[config.mk]
export PLATFORM = sky130hd
export DESIGN_NAME = multicycle_ctrl_fsm
export DESIGN_NICKNAME = d
export VERILOG_FILES = /design/src/rtl/multicycle_ctrl_fsm.sv
export SDC_FILE = /design/constraint.sdc
export NUM_CORES = 1
export LEC_CHECK = 0
export BUFFER_PORTS_ARGS = -buffer_cell sky130_fd_sc_hd__buf_4
export CORE_MARGIN = 2
export CORE_UTILIZATION = 54
export CTS_CLUSTER_DIAMETER = 60
export DETAILED_ROUTE_END_ITERATION = 16
export GPL_TIMING_DRIVEN = 0
export HOLD_SLACK_MARGIN = 0.06
export PLACE_DENSITY = 0.83
export SKIP_CTS_REPAIR_TIMING = 1
export SLEW_MARGIN = 20
export SYNTH_ARGS = -nofsm -noshare
export SYNTH_HDL_FRONTEND = slang
export SYNTH_SLANG_ARGS = --single-unit
export TNS_END_PERCENT = 1
[constraint.sdc]
create_clock -name clk -period 3.3 [get_ports clk]
set_input_delay 0.825 -clock clk [delete_from_list [all_inputs] [get_ports clk]]
set_output_delay 0.825 -clock clk [all_outputs]
set_load 0.005 [all_outputs]
[src/rtl/multicycle_ctrl_fsm.sv]
// Multi-cycle main control for the RV64 core: fetch/decode/execute/mem/writeback for R-type, ld, sd, beq.
// Strobes are registered from the next state; only ir_write/pc_write are gated by mem_ready combinationally.
module multicycle_ctrl_fsm #(
  parameter int MEM_TIMEOUT = 16,
  parameter int RET_W       = 32
) (
  input  logic             clk,
  input  logic             rst_n,
  input  logic [6:0]       opcode,
  input  logic             mem_ready,
  output logic [1:0]       ctrl_ALU_op,
  output logic             alu_src_a,
  output logic [1:0]       alu_src_b,
  output logic             iord,
  output logic             mem_read,
  output logic             mem_write,
  output logic             ir_write,
  output logic             pc_write,
  output logic             pc_write_cond,
  output logic             pc_src,
  output logic             reg_write,
  output logic             mem_to_reg,
  output logic             error,
  output logic [1:0]       error_code,
  output logic [RET_W-1:0] retired
);

  typedef enum logic [3:0] {
    S_RESET, S_FETCH, S_DECODE, S_MEM_ADDR, S_MEM_READ, S_MEM_WB,
    S_MEM_WRITE, S_EXECUTE, S_R_WB, S_BRANCH, S_ERROR
  } state_t;

  typedef struct packed {
    logic [1:0] alu_op;
    logic       src_a;
    logic [1:0] src_b;
    logic       iord;
    logic       mem_read;
    logic       mem_write;
    logic       fetch;
    logic       pc_write_cond;
    logic       pc_src;
    logic       reg_write;
    logic       mem_to_reg;
  } ctrl_t;

  localparam logic [6:0] OP_LD  = 7'b0000011;
  localparam logic [6:0] OP_SD  = 7'b0100011;
  localparam logic [6:0] OP_R   = 7'b0110011;
  localparam logic [6:0] OP_BEQ = 7'b1100011;

  localparam logic [1:0] CODE_ILLEGAL = 2'b01;
  localparam logic [1:0] CODE_TIMEOUT = 2'b10;

  localparam int CW = (MEM_TIMEOUT > 1) ? $clog2(MEM_TIMEOUT) : 1;
  localparam logic [CW-1:0] WAIT_LAST = CW'(MEM_TIMEOUT - 1);

  state_t           state;
  state_t           nxt;
  ctrl_t            ctrl_q;
  logic [CW-1:0]    wait_cnt;
  logic [1:0]       fault;
  logic             wait_last;
  logic             retire;

  function automatic ctrl_t decode_ctrl(input state_t s);
    ctrl_t c;
    c = '0;
    case (s)
      S_FETCH: begin
        c.mem_read = 1'b1;
        c.src_b    = 2'b01;
        c.fetch    = 1'b1;
      end
      S_DECODE:   c.src_b = 2'b10;
      S_MEM_ADDR: begin
        c.src_a = 1'b1;
        c.src_b = 2'b10;
      end
      S_MEM_READ: begin
        c.mem_read = 1'b1;
        c.iord     = 1'b1;
      end
      S_MEM_WB: begin
        c.reg_write  = 1'b1;
        c.mem_to_reg = 1'b1;
      end
      S_MEM_WRITE: begin
        c.mem_write = 1'b1;
        c.iord      = 1'b1;
      end
      S_EXECUTE: begin
        c.src_a  = 1'b1;
        c.alu_op = 2'b10;
      end
      S_R_WB:     c.reg_write = 1'b1;
      S_BRANCH: begin
        c.src_a         = 1'b1;
        c.alu_op        = 2'b01;
        c.pc_write_cond = 1'b1;
        c.pc_src        = 1'b1;
      end
      default:    c = '0;
    endcase
    return c;
  endfunction

  function automatic logic is_wait(input state_t s);
    return (s == S_FETCH) || (s == S_MEM_READ) || (s == S_MEM_WRITE);
  endfunction

  assign wait_last = (wait_cnt == WAIT_LAST);

  always_comb begin
    nxt   = state;
    fault = 2'b00;
    case (state)
      S_RESET:    nxt = S_FETCH;
      S_FETCH: begin
        if (mem_ready) begin
          nxt = S_DECODE;
        end else if (wait_last) begin
          nxt   = S_ERROR;
          fault = CODE_TIMEOUT;
        end
      end
      S_DECODE: begin
        case (opcode)
          OP_LD, OP_SD: nxt = S_MEM_ADDR;
          OP_R:         nxt = S_EXECUTE;
          OP_BEQ:       nxt = S_BRANCH;
          default: begin
            nxt   = S_ERROR;
            fault = CODE_ILLEGAL;
          end
        endcase
      end
      S_MEM_ADDR: nxt = (opcode == OP_SD) ? S_MEM_WRITE : S_MEM_READ;
      S_MEM_READ: begin
        if (mem_ready) begin
          nxt = S_MEM_WB;
        end else if (wait_last) begin
          nxt   = S_ERROR;
          fault = CODE_TIMEOUT;
        end
      end
      S_MEM_WB:   nxt = S_FETCH;
      S_MEM_WRITE: begin
        if (mem_ready) begin
          nxt = S_FETCH;
        end else if (wait_last) begin
          nxt   = S_ERROR;
          fault = CODE_TIMEOUT;
        end
      end
      S_EXECUTE:  nxt = S_R_WB;
      S_R_WB:     nxt = S_FETCH;
      S_BRANCH:   nxt = S_FETCH;
      S_ERROR:    nxt = S_ERROR;
      default:    nxt = S_RESET;
    endcase
  end

  // An instruction retires when its last step hands back to FETCH.
  assign retire = (nxt == S_FETCH) &&
                  ((state == S_MEM_WB) || (state == S_MEM_WRITE) ||
                   (state == S_R_WB)   || (state == S_BRANCH));

  always_ff @(posedge clk or negedge rst_n) begin
    if (!rst_n) begin
      state      <= S_RESET;
      ctrl_q     <= '0;
      wait_cnt   <= '0;
      retired    <= '0;
      error      <= 1'b0;
      error_code <= 2'b00;
    end else begin
      state  <= nxt;
      ctrl_q <= decode_ctrl(nxt);
      if (is_wait(nxt) && (nxt != state)) begin
        wait_cnt <= '0;
      end else if (is_wait(state) && !mem_ready) begin
        wait_cnt <= wait_cnt + CW'(1);
      end
      if (retire) begin
        retired <= retired + RET_W'(1);
      end
      // Only the first fault is recorded; ERROR is left only through reset.
      if ((nxt == S_ERROR) && (state != S_ERROR)) begin
        error      <= 1'b1;
        error_code <= fault;
      end
    end
  end

  assign ctrl_ALU_op   = ctrl_q.alu_op;
  assign alu_src_a     = ctrl_q.src_a;
  assign alu_src_b     = ctrl_q.src_b;
  assign iord          = ctrl_q.iord;
  assign mem_read      = ctrl_q.mem_read;
  assign mem_write     = ctrl_q.mem_write;
  assign ir_write      = ctrl_q.fetch & mem_ready;
  assign pc_write      = ctrl_q.fetch & mem_ready;
  assign pc_write_cond = ctrl_q.pc_write_cond;
  assign pc_src        = ctrl_q.pc_src;
  assign reg_write     = ctrl_q.reg_write;
  assign mem_to_reg    = ctrl_q.mem_to_reg;

endmodule

==> impl_metrics.csv, run 1 <==
group,metric,value,unit
status,run_status,"completed",
die,rows,25,
power_and_ir_drop,fin_total_pwr,2140,uW
place,routabilityCongestion,0.804,
timing,worstMarginPinSlew,799,ps
setup_path,timing.reg2reg.worst_path_depth,7,
route,wirelength_met1,2650,microns
die,io_pins,59,
hold_path,min_path_cells,1,
job,timing.max_cap.violations,0,
cells_and_area,final_net_count,343,
global_route,largest_net_degree_at_the_start_of_global_routing,54,
setup_path,timing.rr.start,"state[1]",
route,wl_per_cell,14.4,microns
global_route,grt_usage,21.4,%
timing,fin_skew,5.58,ps
timing,totalNegativeSetupSlack,0,ps
cells_and_area,area_growth_syn_to_layout,22.2,%
die,core,4790,sq um
synthesis,portion_of_synthesized_cell_area_occupied_by_the_leading_cell_type,48.7,%
power_and_ir_drop,worst_supply_voltage_drop_on_vdd,0.478,mV
synthesis,yosys.cell_count.top_type,"sky130_fd_sc_hd__dfrtp_1",
route,detailedRoute.firstPassIterationCount,4,
route,viasPerCell,5.62,
power_and_ir_drop,total_leakage_power,0.00165,uW
clock_tree,tritoncts,"done",
hold_path,holdCritPathClass,"reg -> reg",
timing,final-max-slew-violation-count,0,
setup_path,worstSetupStartpoint,"opcode[3]",
die,die_h,75.0,microns
setup_path,timing.critical_path.to,"retired[23]",
setup_path,worst-path-max-fanout,10,
timing,setup_repair_after_global_routing_missed_its_margin,"no",
global_route,first_global_vias,2022,
place,detailedPlacementHpwl,4160,microns
setup_path,cpMaxStageDelayCell,"sky130_fd_sc_hd__a31oi_1",
synthesis,syn-num-nets,279,
place,place.port_buffers,57,
timing,slew_headroom,46.3,%
setup_path,cp.arrival,3020,ps
route,detailroute.via_count,2242,
die,dieWidth,75.0,microns
timing,final_period_minus_worst_setup_slack,2780,ps
synthesis,synth.distinct_cells,50,
setup_path,start_kind,"input pin",
route,post-route-drc-count,0,
setup_path,worst_r2r_endpoint,"wait_cnt[2]",
synthesis,avgSynthCellArea,10.2,sq um
clock_tree,cts_inserted_buffers,5,
setup_path,crit_top_cell,"sky130_fd_sc_hd__buf_4",
synthesis,yosysWarningCount,0,
setup_path,endpoint_kind,"flop",
clock_tree,cts-htree-levels,2,
global_route,first_pass_grt_wire_length,9230,microns
cells_and_area,register_with_the_most_flip_flops,"retired",
synthesis,netlist.top_cell.by_area,"sky130_fd_sc_hd__dfrtp_1",
route,drt_first_iter_violations,144,
die,initial_utilization,56.9,%
synthesis,synth-edff-count,0,
synthesis,synthTopCellsByCount,"sky130_fd_sc_hd__dfrtp_1 (53), sky130_fd_sc_hd__xor2_1 (23), sky130_fd_sc_hd__nand2_1 (17), sky130_fd_sc_hd__nand3_1 (17), sky130_fd_sc_hd__nor3_1 (17)",
route,maxUsedRoutingLayer,"met4",
route,route.met3.wl,299,microns
setup_path,r2r_setup_slack,720,ps
cells_and_area,final_design_area_no_fill,3320,sq um
global_route,grt_antenna_before_repair,0,
route,route.met2.wl,2720,microns
timing,report.final.setup_viol,0,
synthesis,yosysSeqAreaShare,48.7,%
clock_tree,cts.clk_slew.worst_paths,90,ps
route,postRouteAntennaNets,0,
route,detail_route.wirelength,5760,microns
timing,post-route-worst-setup-slack,521,ps
timing,hold_viol_final,0,
timing,timing.fmax,0.360,GHz
synthesis,post_synth_instance_area,2720,sq um
setup_path,worst_ep_required_time,3540,ps
setup_path,critPathKind,"in -> reg",
cells_and_area,final_layout_size_suffix_gt1_share,25.0,%
power_and_ir_drop,power_density,645,nW/um^2
setup_path,timing.critical_path.slowest_cell_delay,490,ps
clock_tree,cts_max_path_buffers,2,
timing,final.hold.worst_slack,485,ps
cells_and_area,largest_register_ffs,32,
clock_tree,clk_latency,310,ps
global_route,globalRoute.totalOverflow,0,
die,die_area,5620,sq um
timing,layout_worst_path_cycle_share,84.2,%
synthesis,postSynth.asyncResetShare,100,%
cells_and_area,number_of_antenna_repair_diodes,0,
synthesis,post_synth_inst_count,267,
setup_path,crit_path_cell_trace,"buf_4 > nor4bb_1 > nand4_1 > a31oi_1 > nand4_2 > buf_4 > nor4_1 > xor2_1",
place,pre_cts_slack,245,ps
synthesis,synth-seq-cells,53,
cells_and_area,reg.largest.list,"retired (32), state (4), wait_cnt (4)",
place,placedInstanceArea,3230,sq um
clock_tree,tritoncts_num_sinks,53,
synthesis,yosys_most_used_dff,"sky130_fd_sc_hd__dfrtp_1",
synthesis,post_synth_main_area_contributors,"sky130_fd_sc_hd__dfrtp_1 (49%), sky130_fd_sc_hd__xor2_1 (7.4%), sky130_fd_sc_hd__xnor2_1 (3.5%)",
clock_tree,clock_tree.root_cell,"sky130_fd_sc_hd__clkbuf_8",
[how the worst min path moves through the flow]
stage	startpoint	slack, ps	end
detailed placement	error	460	error
global route	retired[26]	500	retired[26]
finish	error	480	error
floorplan	error	460	error
global placement	error	460	error
CTS	retired[26]	490	retired[26]
[kinds of logic after synthesis]
kind of cell / after synthesis / synth area share [%]
buffers and inverters: 25 / 4.51
XOR/XNOR: 34 / 10.9
adder cells (fa/ha/maj): 2 / 0.919
flip-flops: 53 / 48.7
AND/OR/NAND/NOR: 127 / 27.8
multiplexers: 2 / 0.736
AO/OA/AOI/OAI: 24 / 6.34
[power breakdown]
group | total (uW) | switching [uW] | leakage (uW) | internal [uW]
sequential | 858 | 99.1 | 0.000700 | 758
combinational | 930 | 524 | 0.000914 | 406
clock | 355 | 205 | 0.0000385 | 150
[per-stage QoR]
step / util (%) / cells
6_report: 69.5 / 399
5_1_grt: 69.5 / 399
4_1_cts: 69.3 / 399
3_5_place_dp: 67.6 / 391
3_3_place_gp: 67.6 / 391
2_1_floorplan: - / 267
[worst max-delay path: cells and delay by family]
kind | cells | cell delay, ps
simple gates | 4 | 1200
compound gates | 1 | 490
buf+inv | 2 | 320
xor+xnor | 1 | 170
[layout by cell type (no fill, tap or decap), types with 3 or more instances in the layout]
cell	count
sky130_fd_sc_hd__nor3_1	17
sky130_fd_sc_hd__nand2b_1	5
sky130_fd_sc_hd__a21oi_1	3
sky130_fd_sc_hd__nor2_1	13
sky130_fd_sc_hd__inv_1	12
sky130_fd_sc_hd__a31oi_1	4
sky130_fd_sc_hd__nor3b_1	5
sky130_fd_sc_hd__nand3_1	17
sky130_fd_sc_hd__and3_1	7
sky130_fd_sc_hd__nand2_1	17
sky130_fd_sc_hd__buf_2	5
sky130_fd_sc_hd__o21ai_0	4
sky130_fd_sc_hd__dfrtp_1	53
sky130_fd_sc_hd__nand4_1	11
sky130_fd_sc_hd__buf_4	61
sky130_fd_sc_hd__xnor2_1	11
sky130_fd_sc_hd__nor2b_1	4
sky130_fd_sc_hd__and4_1	3
sky130_fd_sc_hd__clkbuf_1	5
sky130_fd_sc_hd__clkbuf_8	5
sky130_fd_sc_hd__xor2_1	23
sky130_fd_sc_hd__nor4_1	8
[layout make-up]
cell class | instances | area [sq um]
Clock inverter | 1 | 7.51
Multi-Input combinational cell | 189 | 1280
Buffer | 13 | 77.6
Tap cell | 67 | 83.8
Inverter | 12 | 45.0
Sequential cell | 53 | 1330
Clock buffer | 7 | 76.3
Timing Repair Buffer | 57 | 428
Fill cell | 387 | 1460
[layer usage]
metal,GRT usage (%),vias up
li1,-,1080
met1,29.4,1088
met2,32.6,64
met3,5.35,10
met4,8.73,0
met5,0,-
No activity file was read; power rests on OpenSTA's default activity.
==> inputs of run 2 (changes only) <==
==> constraint.sdc (replaced) <==
create_clock -name clk -period 2.8 [get_ports clk]
set_input_delay 0.7 -clock clk [delete_from_list [all_inputs] [get_ports clk]]
set_output_delay 0.7 -clock clk [all_outputs]
set_load 0.005 [all_outputs]
==> impl_metrics.csv, run 2 (synthesis results as in run 1) <==
group,metric,value,unit
status,run_status,"completed",
global_route,grt_antenna_before_repair,0,
setup_path,worst_ep_required_time,2980,ps
setup_path,worst-path-stages,7,
setup_path,critPathKind,"reg -> reg",
cells_and_area,reg.largest.list,"retired (32), state (4), wait_cnt (4)",
timing,final_period_minus_worst_setup_slack,2550,ps
global_route,first_global_vias,2022,
global_route,globalRoute.totalOverflow,0,
global_route,grtUsageMet3,5.35,%
cells_and_area,multiInputGateArea,1290,sq um
global_route,first_pass_grt_wire_length,9230,microns
timing,slew_headroom,46.2,%
die,core,4790,sq um
place,place.port_buffers,57,
setup_path,path_buf_inv,1,
setup_path,endpoint_kind,"flop",
cells_and_area,final_net_count,343,
timing,fin_skew,7.86,ps
die,dieWidth,75.0,microns
die,io_pins,59,
timing,layout_worst_path_cycle_share,91.2,%
clock_tree,cts_inserted_buffers,5,
route,detailedRoute.firstPassIterationCount,6,
global_route,grt_usage,21.4,%
setup_path,timing.critical_path.slowest_cell_delay,470,ps
route,drt_first_iter_violations,123,
route,post-route-drc-count,0,
timing,timing.fmax,0.391,GHz
power_and_ir_drop,power_density,762,nW/um^2
route,wl_per_cell,14.5,microns
die,rows,25,
clock_tree,tritoncts,"done",
route,postRouteAntennaNets,0,
die,die_area,5620,sq um
place,detailedPlacementHpwl,4160,microns
global_route,grt.met1_usage,29.4,%
job,timing.max_cap.violations,0,
cells_and_area,n_fill_cell,387,
global_route,grt-busiest-layer,"met2",
power_and_ir_drop,fin_total_pwr,2540,uW
route,detailroute.via_count,2259,
setup_path,cpMaxStageDelayCell,"sky130_fd_sc_hd__dfrtp_1",
timing,report.final.setup_viol,0,
clock_tree,clock_tree.root_cell,"sky130_fd_sc_hd__clkbuf_8",
cells_and_area,number_of_antenna_repair_diodes,0,
cells_and_area,mostFrequentLayoutCells,"sky130_fd_sc_hd__buf_4 (61), sky130_fd_sc_hd__dfrtp_1 (53), sky130_fd_sc_hd__xor2_1 (23)",
hold_path,holdCritPathClass,"in -> async",
clock_tree,tritoncts_num_sinks,53,
timing,hold_viol_final,0,
power_and_ir_drop,worst_supply_voltage_drop_on_vdd,0.566,mV
cells_and_area,area_growth_syn_to_layout,22.4,%
timing,final-max-slew-violation-count,0,
die,die_h,75.0,microns
clock_tree,cts.clk_slew.worst_paths,90,ps
route,viasPerCell,5.66,
global_route,grtUsageMet2,32.6,%
cells_and_area,most_common_cell_after_layout_fill_and_taps_aside,"sky130_fd_sc_hd__buf_4",
setup_path,cp.arrival,2740,ps
power_and_ir_drop,total_leakage_power,0.00165,uW
global_route,largest_net_degree_at_the_start_of_global_routing,54,
clock_tree,cts-htree-levels,2,
timing,worstMarginPinSlew,800,ps
cells_and_area,seqCellArea,1330,sq um
place,routabilityCongestion,0.804,
clock_tree,cts_max_path_buffers,2,
die,initial_utilization,56.9,%
cells_and_area,post-route-util,69.6,%
cells_and_area,final_layout_size_suffix_gt1_share,25.3,%
setup_path,timing.reg2reg.worst_path_depth,7,
clock_tree,clk_latency,310,ps
setup_path,worst-path-max-fanout,8,
setup_path,crit_path_cell_trace,"or3b_1 > a2111oi_2 > and3b_1 > inv_1 > o211ai_1 > a32oi_1 > nor2_1",
cells_and_area,largest_register_ffs,32,
route,detail_route.wirelength,5800,microns
setup_path,critical-path-top-delay-family,"compound AO/OA/AOI/OAI gates",
timing,setup_repair_after_global_routing_missed_its_margin,"no",
setup_path,start_kind,"flop",
cells_and_area,register_with_the_most_flip_flops,"retired",
run 2: cell count changes in the layout (fill, tap and decap cells not counted):
cell / previous run / this run
sky130_fd_sc_hd__a31oi_1: 4 / 3
sky130_fd_sc_hd__a31oi_2: 0 / 1
run 2: worst reg2reg max path: cells and delay by family, from the launching register on:
kind / cells / cell delay (ps)
buffers and inverters: 1 / 180
AO/OA/AOI/OAI: 3 / 940
AND/OR/NAND/NOR: 3 / 850
flip-flops: 1 / 470
run 2: layout make-up:
cell class | count | area share [%]
clock inverter | 1 | 0.225
clock buffer | 7 | 2.29
tap | 67 | 2.52
buffer | 13 | 2.33
timing repair buffer | 57 | 12.8
multi-input combinational | 189 | 38.6
inverter | 12 | 1.35
sequential | 53 | 39.8
run 2: worst paths after layout:
| check | from | end | slack, ps |
|---|---|---|---|
| worst max-delay path | state[1] | wait_cnt[0] | 250 |
| worst min-delay path | rst_n | wait_cnt[2] | 400 |
| max in group asynchronous | rst_n | iord | 1970 |
| worst min register to register | error | error | 480 |
| min in group clk | error | error | 480 |
| worst max register to register | state[1] | wait_cnt[0] | 250 |
run 2: layer usage:
metal | vias up | part of all wire, %
met4 | 0 | 1.5
met2 | 75 | 47
li1 | 1085 | -
met3 | 10 | 5.4
met5 | - | 0
met1 | 1089 | 46
run 2: where the power goes:
group	leakage, uW	total [uW]	internal (uW)	switching, uW
Combinational	0.000914	1100	481	623
Sequential	0.000700	1010	894	117
Clock	0.0000385	424	177	247
run 2: per-stage QoR:
step | area, sq um | instances | hold WS, ps | setup TNS, ps | worst slack, ps
floorplan | 2720 | 267 | 404 | 0 | 311
global placement | 3230 | 391 | 458 | -959 | -109
detailed placement | 3230 | 391 | 464 | -1250 | -130
CTS | 3320 | 399 | 435 | 0 | 194
global route | 3330 | 399 | 458 | 0 | 14.0
finish | 3330 | 399 | 398 | 0 | 245
==> inputs of run 3 (changes only) <==
--- a/config.mk
+++ b/config.mk
@@ -7,12 +7,12 @@
 export LEC_CHECK = 0
 export BUFFER_PORTS_ARGS = -buffer_cell sky130_fd_sc_hd__buf_4
 export CORE_MARGIN = 2
-export CORE_UTILIZATION = 54
+export CORE_UTILIZATION = 30
 export CTS_CLUSTER_DIAMETER = 60
 export DETAILED_ROUTE_END_ITERATION = 16
 export GPL_TIMING_DRIVEN = 0
 export HOLD_SLACK_MARGIN = 0.06
-export PLACE_DENSITY = 0.83
+export PLACE_DENSITY = 0.53
 export SKIP_CTS_REPAIR_TIMING = 1
 export SLEW_MARGIN = 20
 export SYNTH_ARGS = -nofsm -noshare
==> constraint.sdc (replaced) <==
create_clock -name clk -period 3 [get_ports clk]
set_input_delay 0.75 -clock clk [delete_from_list [all_inputs] [get_ports clk]]
set_output_delay 0.75 -clock clk [all_outputs]
set_load 0.005 [all_outputs]
==> impl_metrics.csv, run 3 (synthesis results as in run 1) <==
group,metric,value,unit
place,place.detailed.instances,432,
clock_tree,cts_inserted_buffers,5,
cells_and_area,final_design_area_no_fill,3380,sq um
setup_path,critPathKind,"in -> reg",
cells_and_area,largest_register_ffs,32,
route,post-route-drc-count,0,
clock_tree,tritoncts_num_sinks,53,
cells_and_area,post-route-util,38.6,%
cells_and_area,number_of_antenna_repair_diodes,0,
clock_tree,cts.clk_slew.worst_paths,100,ps
die,io_pins,59,
power_and_ir_drop,p_clk_share,17.6,%
cells_and_area,area_growth_syn_to_layout,24.3,%
job,timing.max_cap.violations,0,
setup_path,worst_ep_required_time,3190,ps
cells_and_area,n_fill_cell,907,
cells_and_area,mostFrequentLayoutCells,"sky130_fd_sc_hd__buf_4 (61), sky130_fd_sc_hd__dfrtp_1 (53), sky130_fd_sc_hd__xor2_1 (23)",
place,routabilityCongestion,0.769,
global_route,globalRoute.totalOverflow,0,
power_and_ir_drop,power_density,711,nW/um^2
global_route,first_pass_grt_wire_length,10700,microns
global_route,grt_usage,13.4,%
global_route,largest_net_degree_at_the_start_of_global_routing,54,
timing,fin_skew,7.37,ps
power_and_ir_drop,p_sw_share,39.1,%
hold_path,holdCritPathClass,"in -> async",
timing,hold_viol_final,0,
timing,worstMarginPinSlew,817,ps
die,die_area,9850,sq um
clock_tree,clock_tree.root_cell,"sky130_fd_sc_hd__clkbuf_8",
place,place.port_buffers,57,
power_and_ir_drop,seqPwrFrac,39.4,%
place,pre_cts_slack,5.17,ps
global_route,grt_antenna_before_repair,0,
route,detailedRoute.firstPassIterationCount,4,
timing,final-max-slew-violation-count,0,
setup_path,start_kind,"input pin",
setup_path,endpoint_kind,"flop",
place,detailedPlacementHpwl,4550,microns
clock_tree,tritoncts,"done",
power_and_ir_drop,power.share.combinational,42.9,%
status,run_status,"completed",
die,die_h,99.2,microns
power_and_ir_drop,p_int,1460,uW
cells_and_area,final_layout_size_suffix_gt1_share,25.4,%
clock_tree,clk_latency,310,ps
timing,final.hold.worst_slack,461,ps
timing,post-route-worst-setup-slack,351,ps
timing,timing.fmax,0.377,GHz
timing,slew_headroom,45.1,%
global_route,first_global_vias,2108,
cells_and_area,final_net_count,343,
die,dieWidth,99.2,microns
setup_path,cp.arrival,2830,ps
cells_and_area,register_with_the_most_flip_flops,"retired",
setup_path,worst-path-max-fanout,10,
place,placedInstanceArea,3290,sq um
route,viasPerCell,5.05,
route,drt_first_iter_violations,86,
power_and_ir_drop,worst_supply_voltage_drop_on_vdd,0.262,mV
power_and_ir_drop,total_leakage_power,0.00166,uW
clock_tree,cts_max_path_buffers,2,
route,detail_route.wirelength,6360,microns
clock_tree,cts-htree-levels,2,
route,wl_per_cell,14.5,microns
cells_and_area,reg.largest.list,"retired (32), state (4), wait_cnt (4)",
timing,layout_worst_path_cycle_share,88.3,%
timing,report.final.setup_viol,0,
die,rows,34,
die,core,8760,sq um
power_and_ir_drop,switching_power,941,uW
timing,final_period_minus_worst_setup_slack,2650,ps
route,detailroute.via_count,2215,
route,postRouteAntennaNets,0,
die,initial_utilization,31.1,%
timing,setup_repair_after_global_routing_missed_its_margin,"no",
cells_and_area,post_layout_nonfiller_instances,439,
cells_and_area,most_common_cell_after_layout_fill_and_taps_aside,"sky130_fd_sc_hd__buf_4",
-- run 3: changes by cell type in the layout (fill, tap and decap cells not counted), sizes merged --
cell | before | now
clkbuf | 10 | 9
-- run 3: path summary, 6_finish.rpt --
kind	startpoint	slack [ps]	to	depth (start not counted)
setup reg to reg	state[2]	420	wait_cnt[0]	7
setup / recovery	opcode[3]	350	wait_cnt[0]	8
hold / removal	rst_n	460	retired[22]	1
min in group clk	retired[31]	470	retired[31]	1
max in group asynchronous	rst_n	2080	retired[27]	1
hold reg to reg	retired[31]	470	retired[31]	1
-- run 3: metal layers --
layer | wire, microns | GRT usage, % | share of wire (%) | vias up
met1 | 3100 | 19.3 | 49 | 1089
li1 | - | - | - | 1076
met4 | 86 | 3.79 | 1.4 | 0
met3 | 235 | 2.39 | 3.7 | 8
met5 | 0 | 0 | 0 | -
met2 | 2940 | 20.6 | 46 | 42
-- run 3: power groups by stage --
stage	logic (uW)	registers (uW)	clock network (uW)
floorplan	672	944	0
global placement	1020	963	0
detailed placement	1040	963	0
CTS	1050	951	441
global route	1160	970	465
finish	1030	948	424
-- run 3: cell type report --
class / instances / area, sq um / area share (%)
clock buffer: 6 / 82.6 / 2.44
multi-input combinational: 189 / 1280 / 37.8
buffer: 13 / 77.6 / 2.29
timing repair buffer: 57 / 428 / 12.7
sequential: 53 / 1330 / 39.2
tap: 108 / 135 / 4.00
inverter: 12 / 45.0 / 1.33
clock inverter: 1 / 7.51 / 0.222
-- run 3: through the flow --
step / power, uW / TNS (ps)
after floorplan: 1620 / 0
after global placement: 1990 / -209
after CTS: 2440 / 0
after detailed placement: 2010 / 0
final: 2410 / 0
after global routing: 2600 / 0
-- run 3: worst max-delay path, stage by stage --
cell and delay [ps]:
sky130_fd_sc_hd__buf_4 110, sky130_fd_sc_hd__nor4bb_1 430, sky130_fd_sc_hd__nand4_1 190, sky130_fd_sc_hd__a31oi_1 460, sky130_fd_sc_hd__nand4_2 170, sky130_fd_sc_hd__buf_2 230
sky130_fd_sc_hd__a32oi_1 390, sky130_fd_sc_hd__nor2_1 100
